===== src/rtl/cache_way_mux_pipe.sv =====
// cache_way_mux_pipe
// Two-stage valid/ready way selector for the cache read path. Picks one
// WIDTH-bit lane out of WAYS lanes, steered by a binary index (SEL_MODE=0)
// or a one-hot tag-hit vector (SEL_MODE=1), and counts multi-hit beats.
//
// Ports:
//   clk, reset            clock; asynchronous active-high reset
//   in_valid / in_ready   input beat handshake
//   way_data              WAYS lanes, lane i at [i*WIDTH +: WIDTH]
//   sel                   binary way index (SEL_MODE=0)
//   hit_vec               tag-hit vector (SEL_MODE=1)
//   out_valid / out_ready output beat handshake
//   out_data, out_way     selected lane data and its index
//   out_hit               a legal lane was selected
//   out_multihit          more than one hit_vec bit set
//   err_count             saturating count of delivered multi-hit beats

// One lane of the AND-OR mux: passes its data only when it is the selected lane.
module cache_way_lane #(
    parameter int WIDTH = 32,
    parameter int SELW  = 3,
    parameter int LANE  = 0
) (
    input  logic [WIDTH-1:0] data,
    input  logic [SELW-1:0]  idx,
    input  logic             hit,
    output logic [WIDTH-1:0] masked
);
    assign masked = (hit && (idx == SELW'(LANE))) ? data : '0;
endmodule

module cache_way_mux_pipe #(
    parameter int WAYS     = 8,
    parameter int WIDTH    = 32,
    parameter int SEL_MODE = 0,
    parameter int CNTW     = 16,
    localparam int SELW    = $clog2(WAYS)
) (
    input  logic                  clk,
    input  logic                  reset,
    input  logic                  in_valid,
    output logic                  in_ready,
    input  logic [WAYS*WIDTH-1:0] way_data,
    input  logic [SELW-1:0]       sel,
    input  logic [WAYS-1:0]       hit_vec,
    output logic                  out_valid,
    input  logic                  out_ready,
    output logic [WIDTH-1:0]      out_data,
    output logic [SELW-1:0]       out_way,
    output logic                  out_hit,
    output logic                  out_multihit,
    output logic [CNTW-1:0]       err_count
);
    localparam int STAGES = 2;

    typedef struct packed {
        logic [SELW-1:0] idx;
        logic            hit;
        logic            mh;
    } dec_t;

    logic [STAGES:1]              vld_pipe;
    logic                         s2_free;
    logic                         s1_adv;
    dec_t                         dec_in;
    dec_t                         s1_dec;
    logic [WAYS-1:0][WIDTH-1:0]   s1_data;
    logic [WAYS-1:0][WIDTH-1:0]   lane_q;
    logic [WIDTH-1:0]             mux_data;

    // Only one of sel / hit_vec is meaningful for a given SEL_MODE.
    logic unused_sel;
    assign unused_sel = ^{sel, hit_vec};

    assign s2_free   = !vld_pipe[2] || out_ready;
    assign s1_adv    = vld_pipe[1] && s2_free;
    // Combinational from out_ready so a full pipe keeps streaming at 1 beat/cycle.
    assign in_ready  = !vld_pipe[1] || s2_free;
    assign out_valid = vld_pipe[2];

    // Index decode happens ahead of S1 so S2 only has the lane mux in its path.
    always_comb begin
        dec_in = '0;
        if (SEL_MODE == 0) begin
            dec_in.idx = sel;
            dec_in.hit = ({1'b0, sel} < (SELW+1)'(WAYS));
        end else begin
            dec_in.hit = |hit_vec;
            // Clearing the lowest set bit leaves something only on a multi-hit.
            dec_in.mh  = |(hit_vec & (hit_vec - WAYS'(1)));
            // Descending scan so the lowest set bit wins.
            for (int i = WAYS-1; i >= 0; i--) begin
                if (hit_vec[i]) dec_in.idx = SELW'(i);
            end
        end
    end

    always_ff @(posedge clk or posedge reset) begin
        if (reset) begin
            vld_pipe <= '0;
        end else begin
            if (in_ready) vld_pipe[1] <= in_valid;
            if (s2_free)  vld_pipe[2] <= vld_pipe[1];
        end
    end

    // S1 payload carries no reset; it is qualified by vld_pipe[1].
    always_ff @(posedge clk) begin
        if (in_valid && in_ready) begin
            s1_data <= way_data;
            s1_dec  <= dec_in;
        end
    end

    for (genvar g = 0; g < WAYS; g++) begin : g_lane
        cache_way_lane #(
            .WIDTH (WIDTH),
            .SELW  (SELW),
            .LANE  (g)
        ) u_lane (
            .data   (s1_data[g]),
            .idx    (s1_dec.idx),
            .hit    (s1_dec.hit),
            .masked (lane_q[g])
        );
    end

    always_comb begin
        mux_data = '0;
        for (int i = 0; i < WAYS; i++) mux_data |= lane_q[i];
    end

    always_ff @(posedge clk or posedge reset) begin
        if (reset) begin
            out_data     <= '0;
            out_way      <= '0;
            out_hit      <= 1'b0;
            out_multihit <= 1'b0;
            err_count    <= '0;
        end else begin
            if (s1_adv) begin
                out_data     <= mux_data;
                out_way      <= s1_dec.idx;
                out_hit      <= s1_dec.hit;
                out_multihit <= s1_dec.mh;
            end
            // Counted on delivery, not on entry, so stalled beats count once.
            if (out_valid && out_ready && out_multihit && (err_count != '1))
                err_count <= err_count + CNTW'(1);
        end
    end
endmodule


===== config.mk =====
export PLATFORM = sky130hd
export DESIGN_NAME = cache_way_mux_pipe
export DESIGN_NICKNAME = d
export VERILOG_FILES = /design/src/rtl/cache_way_mux_pipe.sv
export SDC_FILE = /design/constraint.sdc
export NUM_CORES = 1
export LEC_CHECK = 0
export BUFFER_PORTS_ARGS = -buffer_cell sky130_fd_sc_hd__clkbuf_2
export CORE_ASPECT_RATIO = 0.9
export CORE_MARGIN = 2
export CORE_UTILIZATION = 26
export CTS_CLUSTER_SIZE = 8
export DETAILED_ROUTE_END_ITERATION = 10
export PLACE_DENSITY = 0.58
export SETUP_SLACK_MARGIN = 0.05
export SLEW_MARGIN = 20
export SYNTH_ARGS = -nofsm -noshare
export SYNTH_HDL_FRONTEND = slang
export SYNTH_SLANG_ARGS = --single-unit

===== constraint.sdc =====
create_clock -name clk -period 6.83 [get_ports clk]
set_input_delay 0.683 -clock clk [delete_from_list [all_inputs] [get_ports clk]]
set_output_delay 0.683 -clock clk [all_outputs]
set_load 0.01 [all_outputs]

### Word level (Yosys, flattened, before mapping)

Cells that the tools add are included.

* flip-flop bits (word level): 297
* bits of input ports: 271
* logic and storage cells: 43

* equality and inequality tests: 7
* multiplexer cells: 8
* bitwise gates (word level): 7
* reductions and logical operators: 7

Operators with widths (number)
* $mux W32: 8
* $or A32 B32 Y32: 7
* $eq A3 B3 Y1 const B: 4
* $eq A3 B2 Y1 const B: 2
* $eq A3 B1 Y1 const B: 1
* $logic_not A3 Y1: 1
* $logic_and A1 B1 Y1: 2
* $logic_not A1 Y1: 2
* $logic_or A1 B1 Y1: 2

### Logic depth before layout (Yosys ltp)

Gate-level depths: netlist of the first run.

* word-level depth: 9
* mapped depth: 7
* gate-level depth less buffers: 3

### Hierarchy

Synthesis of the first run repeated with hierarchy kept, for this count alone.

* cell total of the unflattened synthesis: 757
* area total of the unflattened synthesis: 12231.7 um^2

By module, submodules not included
* cache_way_mux_pipe: instances 1, cells each 469, area an instance 10166.0 um^2, sequential area each 8728.4 um^2
* cache_way_lane at g_lane[1].u_lane ...: instances 3, cells each 36, area an instance 259.0 um^2, sequential area each 0.0 um^2
* cache_way_lane at g_lane[3].u_lane ...: instances 3, cells each 36, area an instance 256.5 um^2, sequential area each 0.0 um^2
* cache_way_lane at g_lane[0].u_lane: instances 1, cells each 36, area an instance 265.3 um^2, sequential area each 0.0 um^2
* cache_way_lane at g_lane[7].u_lane: instances 1, cells each 36, area an instance 254.0 um^2, sequential area each 0.0 um^2

### Worst setup path after synthesis of the first run

OpenSTA, ideal clock, no wires.

* path type: input to register
* start point: in out_ready
* end point: reg s1_data[0] in the netlist's numbering (enable)
* library setup time: 0.653 ns
* arrival: 6.790 ns
* slack: -0.613 ns
* stages: 2
* cells stage by stage: nand3b_1 -> and2_1

* word-level cells in the longest chain between the ends: 3

Ends and longest elaborated chain
* from (decl): line 47 `input logic out_ready,`
* $logic_or A1 B1 Y1: line 75 `assign s2_free = !vld_pipe[2] || out_ready;`
* $logic_or A1 B1 Y1: line 78 `assign in_ready = !vld_pipe[1] || s2_free;`
* $logic_and A1 B1 Y1: line 109 `if (in_valid && in_ready) begin`
* to (signal assigned): line 110 `s1_data <= way_data;`
* to (decl): line 67 `logic [WAYS-1:0][WIDTH-1:0] s1_data;`

Every way passes these cells.
A chain may end at the register's enable or synchronous reset.

### Worst setup path after layout of the first run

* start point: reg vld_pipe[1] in the netlist's numbering
* end point: reg s1_data[75] in the netlist's numbering (enable)

* word-level cells in the longest chain between the ends: 3

Ends and longest elaborated chain
* from (decl): line 62 `logic [STAGES:1] vld_pipe;`
* $logic_not A1 Y1: line 78
* $logic_or A1 B1 Y1: line 78
* $logic_and A1 B1 Y1: line 109

Every way passes these cells.

==> summary.txt, run 1 <==
Status
  – Status: complete, no violations

Min path
  – Worst hold path type: in -> async

Timing
  – Final setup viols: 0
  – RSZ-0062 raised after global routing: no
  – Slew margin rel.: 30.4%
  – Min Hold Slack: 0.290 ns
  – FMAX: 353 MHz
  – Final Hold Fails: 0
  – Crit path time final: 2.84 ns
  – Measured slew at the worst slew-check pin: 1.04 ns
  – Setup WS post-layout: 3.99 ns
  – Clock skew: 0.0262 ns
  – Post-route setup TNS: 0 ns
  – Tcrit/Tclk final: 41.5%
  – Max Slew Vio Count: 0

Detailed routing
  – First-pass iteration count of the detailed router: 5
  – Routed wire length: 31.4 mm
  – Drt drc: 0
  – Drt wl/cell: 19.1 microns
  – DR vias: 7,112
  – Routed Antenna Nets: 0
  – Via density: 4.34
  – Initial DRC count: 400

Yosys
  – Synth cell types: 32
  – Post-synth EDFFs: 259
  – Fraction of registers with async set/reset: 12.8%
  – Mapped Cells: 687
  – Area leader, netlist: edfxtp_1
  – Flops & latches, synth: 297
  – Main area contributors after synthesis: edfxtp_1 (66%), dfrtp_1 (8.0%), mux2i_1 (6.4%), mux4_2 (4.9%), nor3b_1 (1.6%)
  – Cell Area, Synth: 11,800 sq um
  – Register area share after synthesis: 73.7%
  – Synth top area share: 65.7%
  – Syn_area_per_cell: 17.2 sq um
  – Most repeated cell in the gate-level netlist after synthesis: edfxtp_1
  – Top cells by count, synth: edfxtp_1 (259), mux2i_1 (76), dfrtp_1 (38)
  – Synth warnings: 0
  – Ys flop type: edfxtp_1

Clock tree
  – CTS Hold Bufs: 0
  – Clock sink count: 297
  – TritonCTS Buffers: 43
  – Postcts setup bufs: 0
  – Reg clk slew, reported paths: 0.05 ns
  – PostCTS Resize Cnt: 0
  – CTS H-tree depth: 2
  – Root buffer cell: clkbuf_16
  – Longest Clk Path Bufs: 3
  – CTS tree: built
  – Clk_lat worst skew: 0.55 ns

Floorplan
  – Num rows: 74
  – Die area: 47,300 sq um
  – Core Footprint: 45,200 sq um
  – Initial Utilization: 26.2%
  – Die H: 206 microns
  – # IOs: 326
  – Die width: 229 microns

Global route
  – Overflow after GRT: 0
  – Number of global-route vias before repair: 7,222
  – Gr usage total: 13.1%
  – First-pass GRT wire length: 45.4 mm
  – Largest net degree at the start of global routing: 147
  – Initial antenna violation count: 5

Place
  – Port Buf Inserts: 300
  – Pre-CTS setup slack: 3.97 ns
  – GP Congestion: 0.735
  – DP Wirelength: 20.6 mm

Worst setup path
  – Crit Path Max Fanout: 79
  – Setup crit end kind: flip-flop
  – CP Class: reg -> reg
  – Crit path launch type: flip-flop
  – Worst Path Required: 6.99 ns
  – Crit path DAT: 3.00 ns

Final layout
  – Share of layout cells above drive strength 1: 38.8%
  – Final nets: 1,266
  – Area grow syn2layout: 27.7%
  – Number of fill cells in the layout: 4,447

Power
  – Pleak: 5.97 nW
  – Peak supply drop: 225 uV
  – Power density over the cells: 307 nW/um^2

Job
  – Max_cap viols: 0
-- cells by family after synthesis --
logic type / count (synthesis) / share of synthesized area [%]
AOI/OAI and AO/OA: 102 / 5.16
buffers and inverters: 67 / 3.62
DFF: 297 / 73.7
muxes: 105 / 11.7
other: 1 / 0.0317
and+or+nand+nor: 115 / 5.80
-- metrics by stage --
| step | total power, W | instances | instance area (sq um) | utilization, % |
|---|---|---|---|---|
| 2_1_floorplan | 0.00249 | 703 | 11900 | - |
| 5_1_grt | 0.00486 | 1637 | 15100 | 33.5 |
| 3_3_place_gp | 0.00269 | 1558 | 13900 | 30.7 |
| 3_5_place_dp | 0.00270 | 1558 | 13900 | 30.7 |
| 4_1_cts | 0.00473 | 1637 | 15100 | 33.5 |
| 6_report | 0.00464 | 1639 | 15100 | 33.5 |
-- path summary, 6_finish.rpt --
| kind | from | to | slack [ns] | cells past startpoint |
|---|---|---|---|---|
| max in group asynchronous | reset | vld_pipe[1] | 6.08 | 3 |
| min | reset | out_data[22] | 0.29 | 3 |
| max reg2reg | vld_pipe[1] | s1_data[75] | 3.99 | 4 |
| min in group clk | way_data[150] | s1_data[150] | 0.30 | 1 |
| min reg2reg | out_hit | out_hit | 0.48 | 1 |
| max | vld_pipe[1] | s1_data[75] | 3.99 | 4 |
-- cells in the final DEF (no fill, tap or decap), drive strengths merged, types with 29 or more instances in the layout --
cell type,instances
nand2b,29
clkbuf,376
dfrtp,38
edfxtp,259
mux2i,76
-- worst max-delay path, stage by stage (launching register included) --
cell      delay [ns]
dfrtp_2         0.38
buf_4           0.29
nand3b_1        0.27
and2_4          0.52
buf_4           0.83
-- per-layer routing --
layer  wire length (microns)  part of all wire [%]  GRT usage, %  vias to the layer above
met2                   14900                    47          21.0                      242
met3                    2210                   7.1          3.66                       53
met1                   13400                    43          16.9                     3545
li1                        -                     -             -                     3272
met5                       0                     0             0                        -
met4                     879                   2.8          5.06                        0
-- sequential cells by signal, summed over array words and instances (netlist names) --
name,count
out_data,32
vld_pipe,2
out_way,3
s1_data,256
out_hit,1
s1_dec,3
-- cell type report --
type	instances	area (sq um)	share of cell area, %
clock buffer	76	1230	8.14
sequential	297	8730	57.7
timing repair buffer	311	1610	10.6
clock inverter	3	28.8	0.190
inverter	3	11.3	0.0745
tap	608	761	5.03
antenna	2	5.00	0.0331
multi-input combinational	339	2750	18.2
-- power by group --
group          internal (W)  leakage, nW  switching [W]
Sequential          0.00215         2.91      0.0000480
Clock               0.00121        0.599       0.000774
Combinational      0.000195         2.46       0.000266
Note: power is estimated with default switching activity, not from simulation.
==> run 2: changes to the inputs <==
==> constraint.sdc (replaced) <==
create_clock -name clk -period 2.3 [get_ports clk]
set_input_delay 0.23 -clock clk [delete_from_list [all_inputs] [get_ports clk]]
set_output_delay 0.23 -clock clk [all_outputs]
set_load 0.01 [all_outputs]
==> run 2 against run 1 <==
Effect of this change:
- non-clock buffer count up 275
- largest cell class unchanged
- power increased to 3.1 times the previous value
- via count increased by 15%
- wire length is 14% higher
- hold slack worse by 0.10 ns
- sequential share of layout area is 9.1 points lower
- largest power group unchanged
- worst setup slack worse by 3.5 ns
- die area is the same
- clock skew fell by 0.0075 ns
- final area increased by 19%
- clock power rose to 3.0 times the previous value
- count of clock-buffer cells in the layout decreased by 1
==> summary.txt, run 2 (synthesized netlist as in run 1, its figures left out) <==
Timing
  – Clock skew: 0.0187 ns (-0.00752 ns)
  – Min Hold Slack: 0.187 ns (-0.103 ns)
  – Final setup viols: 0 (unchanged)
  – RSZ-0062 raised after global routing: no
  – Measured slew at the worst slew-check pin: 0.642 ns (-0.402 ns)
  – Setup WS post-layout: 0.448 ns (-3.55 ns)
  – Final Hold Fails: 0 (unchanged)
  – FMAX: 540 MHz (+53%)
  – Slew margin rel.: 57.2% (+27 points)
  – Post-route setup TNS: 0 ns (unchanged)
  – Max Slew Vio Count: 0 (unchanged)
  – Crit path time final: 1.85 ns (-0.984 ns)
  – Tcrit/Tclk final: 80.5% (+39 points)

Floorplan
  – Core Footprint: 45,200 sq um (unchanged)
  – Die area: 47,300 sq um (unchanged)
  – # IOs: 326 (unchanged)
  – Die width: 229 microns (unchanged)
  – Initial Utilization: 26.2% (unchanged)
  – Num rows: 74 (unchanged)
  – Die H: 206 microns (unchanged)

Detailed routing
  – DR vias: 8,207 (+15%)
  – Drt wl/cell: 18.7 microns (-2.1%)
  – First-pass iteration count of the detailed router: 4 (-1)
  – Routed Antenna Nets: 0 (unchanged)
  – Via density: 4.29 (-1.1%)
  – Routed wire length: 35.9 mm (+14%)
  – Drt drc: 0 (unchanged)
  – Initial DRC count: 493 (+23%)

Final layout
  – Commonest non-fill, non-tap cell in the layout: clkbuf_2
  – Register name with the most flops: s1_data
  – Final Instance Area: 18,000 sq um (+19%)
  – Largest regs: s1_data: 256 flops, out_data: 32 flops
  – Max FFs per register: 256 (unchanged)
  – Final nets: 1,541 (+22%)
  – Area grow syn2layout: 51.6%
  – Share of layout cells above drive strength 1: 31.6% (-7.2 points)
  – Most frequent cells in the layout: clkbuf_2 (300), dlygate4sd3_1 (262), edfxtp_1 (259)

Power
  – Comb power frac: 12.6% (+2.7 points)
  – Pleak: 7.16 nW (+20%)
  – Net Switching: 0.00341 W (+210%)
  – Switching Fraction: 23.8% (+0.33 points)
  – Pint: 0.0109 W (+210%)
  – Power density over the cells: 798 nW/um^2 (+160%)
  – Clk pwr share: 41.8% (-1.0 points)
  – Peak supply drop: 454 uV (+100%)
  – Sequential cell fraction of total power: 45.5% (-1.8 points)

Global route
  – Largest net degree at the start of global routing: 82 (-44%)
  – Initial antenna violation count: 2 (-3)
  – Overflow after GRT: 0 (unchanged)
  – Gr usage total: 14.9% (+1.8 points)
  – Number of global-route vias before repair: 8,685 (+20%)
  – First-pass GRT wire length: 52.3 mm (+15%)

Worst setup path
  – Crit path launch type: flip-flop
  – CP Class: reg -> reg
  – Worst Path Required: 2.76 ns (-4.23 ns)
  – Setup crit end kind: flip-flop
  – Crit Path Max Fanout: 32 (-59%)
  – Crit path DAT: 2.31 ns (-0.69 ns)

Status
  – Status: complete, no violations

Place
  – DP Wirelength: 21.8 mm (+5.8%)
  – Post-DP Area: 14,100 sq um (+1.4%)
  – GP Congestion: 0.753 (+2.4%)
  – Pre-CTS setup slack: 0.469 ns (-3.50 ns)
  – Port Buf Inserts: 300 (unchanged)

Clock tree
  – Postcts setup bufs: 0 (unchanged)
  – Root buffer cell: clkbuf_16
  – TritonCTS Buffers: 43 (unchanged)
  – Longest Clk Path Bufs: 3 (unchanged)
  – Clock sink count: 297 (unchanged)
  – Reg clk slew, reported paths: 0.05 ns (about the same)
  – CTS H-tree depth: 2 (unchanged)
  – Clk_lat worst skew: 0.56 ns (about the same)
  – CTS tree: built

Min path
  – Worst hold path type: in -> async

Job
  – Max_cap viols: 0 (unchanged)
run 2: metrics by stage:
step	power, W	cells	utilization [%]
2_1_floorplan	0.00737	703	-
3_3_place_gp	0.00805	1571	31.1
3_5_place_dp	0.00809	1571	31.1
4_1_cts	0.0145	1911	39.7
5_1_grt	0.0149	1912	39.7
6_report	0.0143	1913	39.7
run 2: per-layer routing:
layer  up-vias  track usage [%]  routed length [microns]
met5         -                0                        0
met2       300             25.0                    17700
met1      4034             18.8                    15200
met3        61             3.28                     2050
met4         0             5.87                      906
li1       3812                -                        -
run 2: layout make-up:
cell class,count,area [sq um]
clock inverter,3,62.6
fill,4154,27200
clock buffer,75,1210
inverter,3,11.3
tap,608,761
timing repair buffer,586,4430
sequential,297,8730
multi-input combinational,339,2750
antenna,2,5.00
run 2: timing repair:
action / in CTS / in global routing
hold buffers: 262 / 0
resized for setup: 0 / 0
hold endpoints to repair: 298 / 0
run 2: final timing paths:
path | slack [ns] | startpoint | to | cells past startpoint
min in group clk | 0.37 | out_ready | vld_pipe[2] | 4
max in group asynchronous | 1.52 | reset | vld_pipe[1] | 4
setup reg to reg | 0.45 | s1_dec[2] | out_data[19] | 4
hold / removal | 0.19 | reset | out_way[2] | 3
setup / recovery | 0.45 | s1_dec[2] | out_data[19] | 4
hold reg to reg | 0.48 | out_hit | out_hit | 1
run 2: power groups by stage:
stage / Combinational (W) / Sequential, W / Clock, W
final: 0.00181 / 0.00652 / 0.00599
after global routing: 0.00196 / 0.00656 / 0.00638
after CTS: 0.00183 / 0.00652 / 0.00616
after detailed placement: 0.00146 / 0.00663 / 0
after global placement: 0.00144 / 0.00661 / 0
after floorplan: 0.000707 / 0.00666 / 0
run 2: worst max-delay path, stage by stage (launching register included):
cell	delay (ns)
edfxtp_1	0.43
buf_12	0.23
clkinv_1	0.38
mux4_2	0.50
a31oi_1	0.19
==> run 3: changes to the inputs <==
==> constraint.sdc (replaced) <==
create_clock -name clk -period 1.7 [get_ports clk]
set_input_delay 0.17 -clock clk [delete_from_list [all_inputs] [get_ports clk]]
set_output_delay 0.17 -clock clk [all_outputs]
set_load 0.01 [all_outputs]
==> run 3 against run 2 <==
Effect of this change:
- the run now ends with negative setup slack left
- sequential power is 36% higher
- via count is 2.8% higher
- non-clock buffer count is 40 higher
- die area stayed put
- final area is 3.8% higher
- critical path type unchanged
- largest power group unchanged
==> summary.txt, run 3 (synthesized netlist as in run 1, its figures left out) <==
Status
  – Status: finished with violations
  – Failing checks: negative setup slack

Power
  – Net Switching: 0.00470 W (+38%)
  – Peak supply drop: 596 uV (+31%)
  – Power density over the cells: 1050 nW/um^2 (+31%)
  – Total chip power: 0.0195 W (+36%)
  – Pleak: 7.51 nW (+4.8%)
  – Sequential cell fraction of total power: 45.3% (-0.2 points)
  – Clk pwr share: 40.8% (-1.0 points)
  – Switching Fraction: 24.1% (+0.31 points)
  – Comb power frac: 13.9% (+1.3 points)
  – Pint: 0.0148 W (+36%)

Final layout
  – Area grow syn2layout: 57.4%
  – Register Area: 8730 sq um (unchanged)
  – Final core occ: 41.2% (+1.5 points)
  – Register name with the most flops: s1_data
  – Post-Layout Cell Count: 1,952 (+2.0%)
  – Largest regs: s1_data: 256 flops, out_data: 32 flops
  – Number of fill cells in the layout: 4,096 (-1.4%)
  – Max FFs per register: 256 (unchanged)
  – Final nets: 1,581 (+2.6%)
  – Most frequent cells in the layout: clkbuf_2 (300), dlygate4sd3_1 (262), edfxtp_1 (259)
  – Share of layout cells above drive strength 1: 34.9% (+3.3 points)
  – Commonest non-fill, non-tap cell in the layout: clkbuf_2
  – Multi-input logic area: 2850 sq um (+3.6%)

Global route
  – Met1 Use GR: 19.7% (+0.81 points)
  – Number of global-route vias before repair: 9,065 (+4.4%)
  – Gr usage total: 15.8% (+0.89 points)
  – Overflow after GRT: 0 (unchanged)
  – GR Layer Usage met3: 3.74% (+0.46 points)
  – Initial antenna violation count: 1 (-1)
  – Met2 Use GR: 26.4% (+1.4 points)
  – Largest net degree at the start of global routing: 70 (-15%)
  – First-pass GRT wire length: 54.8 mm (+4.6%)
  – Top Usage Layer GRT: met2

Clock tree
  – Root buffer cell: clkbuf_16
  – Clk_lat worst skew: 0.56 ns (about the same)
  – Reg clk slew, reported paths: 0.05 ns (about the same)
  – TritonCTS Buffers: 43 (unchanged)
  – CTS tree: built
  – Clock sink count: 297 (unchanged)
  – CTS H-tree depth: 2 (unchanged)
  – Longest Clk Path Bufs: 3 (unchanged)

Detailed routing
  – First-pass iteration count of the detailed router: 5 (+1)
  – Drt drc: 0 (unchanged)
  – Routed wire length: 38.0 mm (+5.9%)
  – DR vias: 8,437 (+2.8%)
  – Routed Antenna Nets: 0 (unchanged)
  – Initial DRC count: 327 (-34%)
  – Drt wl/cell: 19.5 microns (+3.8%)
  – Via density: 4.32 (+0.75%)

Worst setup path
  – Crit path DAT: 2.20 ns (-0.11 ns)
  – R2R Path Start: s1_dec[4]
  – Register-to-Register Path Depth: 5 (+1)
  – Worst Path Required: 2.16 ns (-0.60 ns)
  – Crit path launch type: flip-flop
  – Setup crit end kind: flip-flop
  – CP Class: reg -> reg
  – Internal reg-to-reg setup slack: -0.04 ns (-0.49 ns)
  – Reg2Reg Capture Point: out_data[19]
  – Crit Path Max Fanout: 26 (-19%)

Floorplan
  – Num rows: 74 (unchanged)
  – Die width: 229 microns (unchanged)
  – Die area: 47,300 sq um (unchanged)
  – Die H: 206 microns (unchanged)
  – # IOs: 326 (unchanged)
  – Core Footprint: 45,200 sq um (unchanged)
  – Initial Utilization: 26.2% (unchanged)

Job
  – Max_cap viols: 0 (unchanged)

Timing
  – Final setup viols: 7 (+7)
  – RSZ-0062 raised after global routing: yes
  – FMAX: 574 MHz (+6.3%)
  – Crit path time final: 1.74 ns (-0.110 ns)
  – Max Slew Vio Count: 0 (unchanged)
  – Setup WS post-layout: -0.0426 ns (-0.490 ns)
  – Slew margin rel.: 64.6% (+7.4 points)
  – Tcrit/Tclk final: 103% (+22 points)
  – Clock skew: 0.0218 ns (+0.00314 ns)
  – Measured slew at the worst slew-check pin: 0.531 ns (-0.111 ns)
  – Final Hold Fails: 0 (unchanged)

Min path
  – Worst hold path type: in -> async

Place
  – Cells after DPL: 1,596 (+1.6%)
  – Port Buf Inserts: 300 (unchanged)
  – DP Wirelength: 22.4 mm (+2.6%)
  – GP Congestion: 0.744 (-1.2%)
==> run 3: critical path: stages (launching register included) <==
cell,delay (ns)
edfxtp_1,0.39
buf_8,0.17
buf_12,0.17
nand2b_1,0.15
mux4_2,0.55
a31oi_1,0.20
==> run 3: per-stage QoR <==
| stage | TNS, ns | instance area (sq um) | hold WS (ns) | setup slack, ns |
|---|---|---|---|---|
| 6_report | -0.0954 | 18600 | 0.190 | -0.0426 |
| 5_1_grt | -1.48 | 18600 | 0.218 | -0.114 |
| 3_3_place_gp | -0.0722 | 14400 | 0.189 | -0.0619 |
| 2_1_floorplan | -323.78 | 11900 | 0.269 | -1.25 |
| 3_5_place_dp | -0.179 | 14400 | 0.198 | -0.127 |
| 4_1_cts | -0.167 | 18600 | 0.147 | -0.0291 |
==> run 3: metal layers <==
metal	share of wire, %	vias to the layer above
met5	0	-
met4	3.4	0
met3	5.4	84
met2	49	297
met1	42	4154
li1	-	3902
==> run 3: area by class of cell <==
type,count,share of cell area (%)
Sequential cell,297,46.8
Multi-Input combinational cell,339,15.3
Inverter,3,0.0604
Clock buffer,74,6.45
Timing Repair Buffer,626,27.1
Antenna cell,2,0.0269
Tap cell,608,4.08
Clock inverter,3,0.201
==> run 3: worst max-delay path by stage <==
stage	from	end	slack, ns	depth (start not counted)
2_1_floorplan	vld_pipe[1]	s1_data[0]	-1.25	3
3_3_place_gp	s1_dec[2]	out_data[18]	-0.06	6
3_5_place_dp	s1_dec[2]	out_data[18]	-0.13	6
4_1_cts	s1_dec[2]	out_data[26]	-0.03	5
5_1_grt	s1_dec[2]	out_data[25]	-0.11	5
6_report	s1_dec[4]	out_data[19]	-0.04	5
==> run 3: repair_timing <==
action | in CTS | in global routing
pin swaps | 8 | 10
gates cloned | 7 | 0
endpoints found under the setup margin | 27 | 32
hold buffers | 262 | 0
hold endpoints to repair | 291 | 0
setup buffers | 8 | 0
resized for setup | 17 | 22
==> run 3: power by group through the flow <==
stage                     Combinational (W)  Clock [W]  Sequential [W]
after floorplan                    0.000956          0         0.00901
after global placement              0.00206          0         0.00895
after detailed placement            0.00208          0         0.00897
after CTS                           0.00270    0.00817         0.00883
after global routing                0.00292    0.00848         0.00889
final                               0.00271    0.00795         0.00884
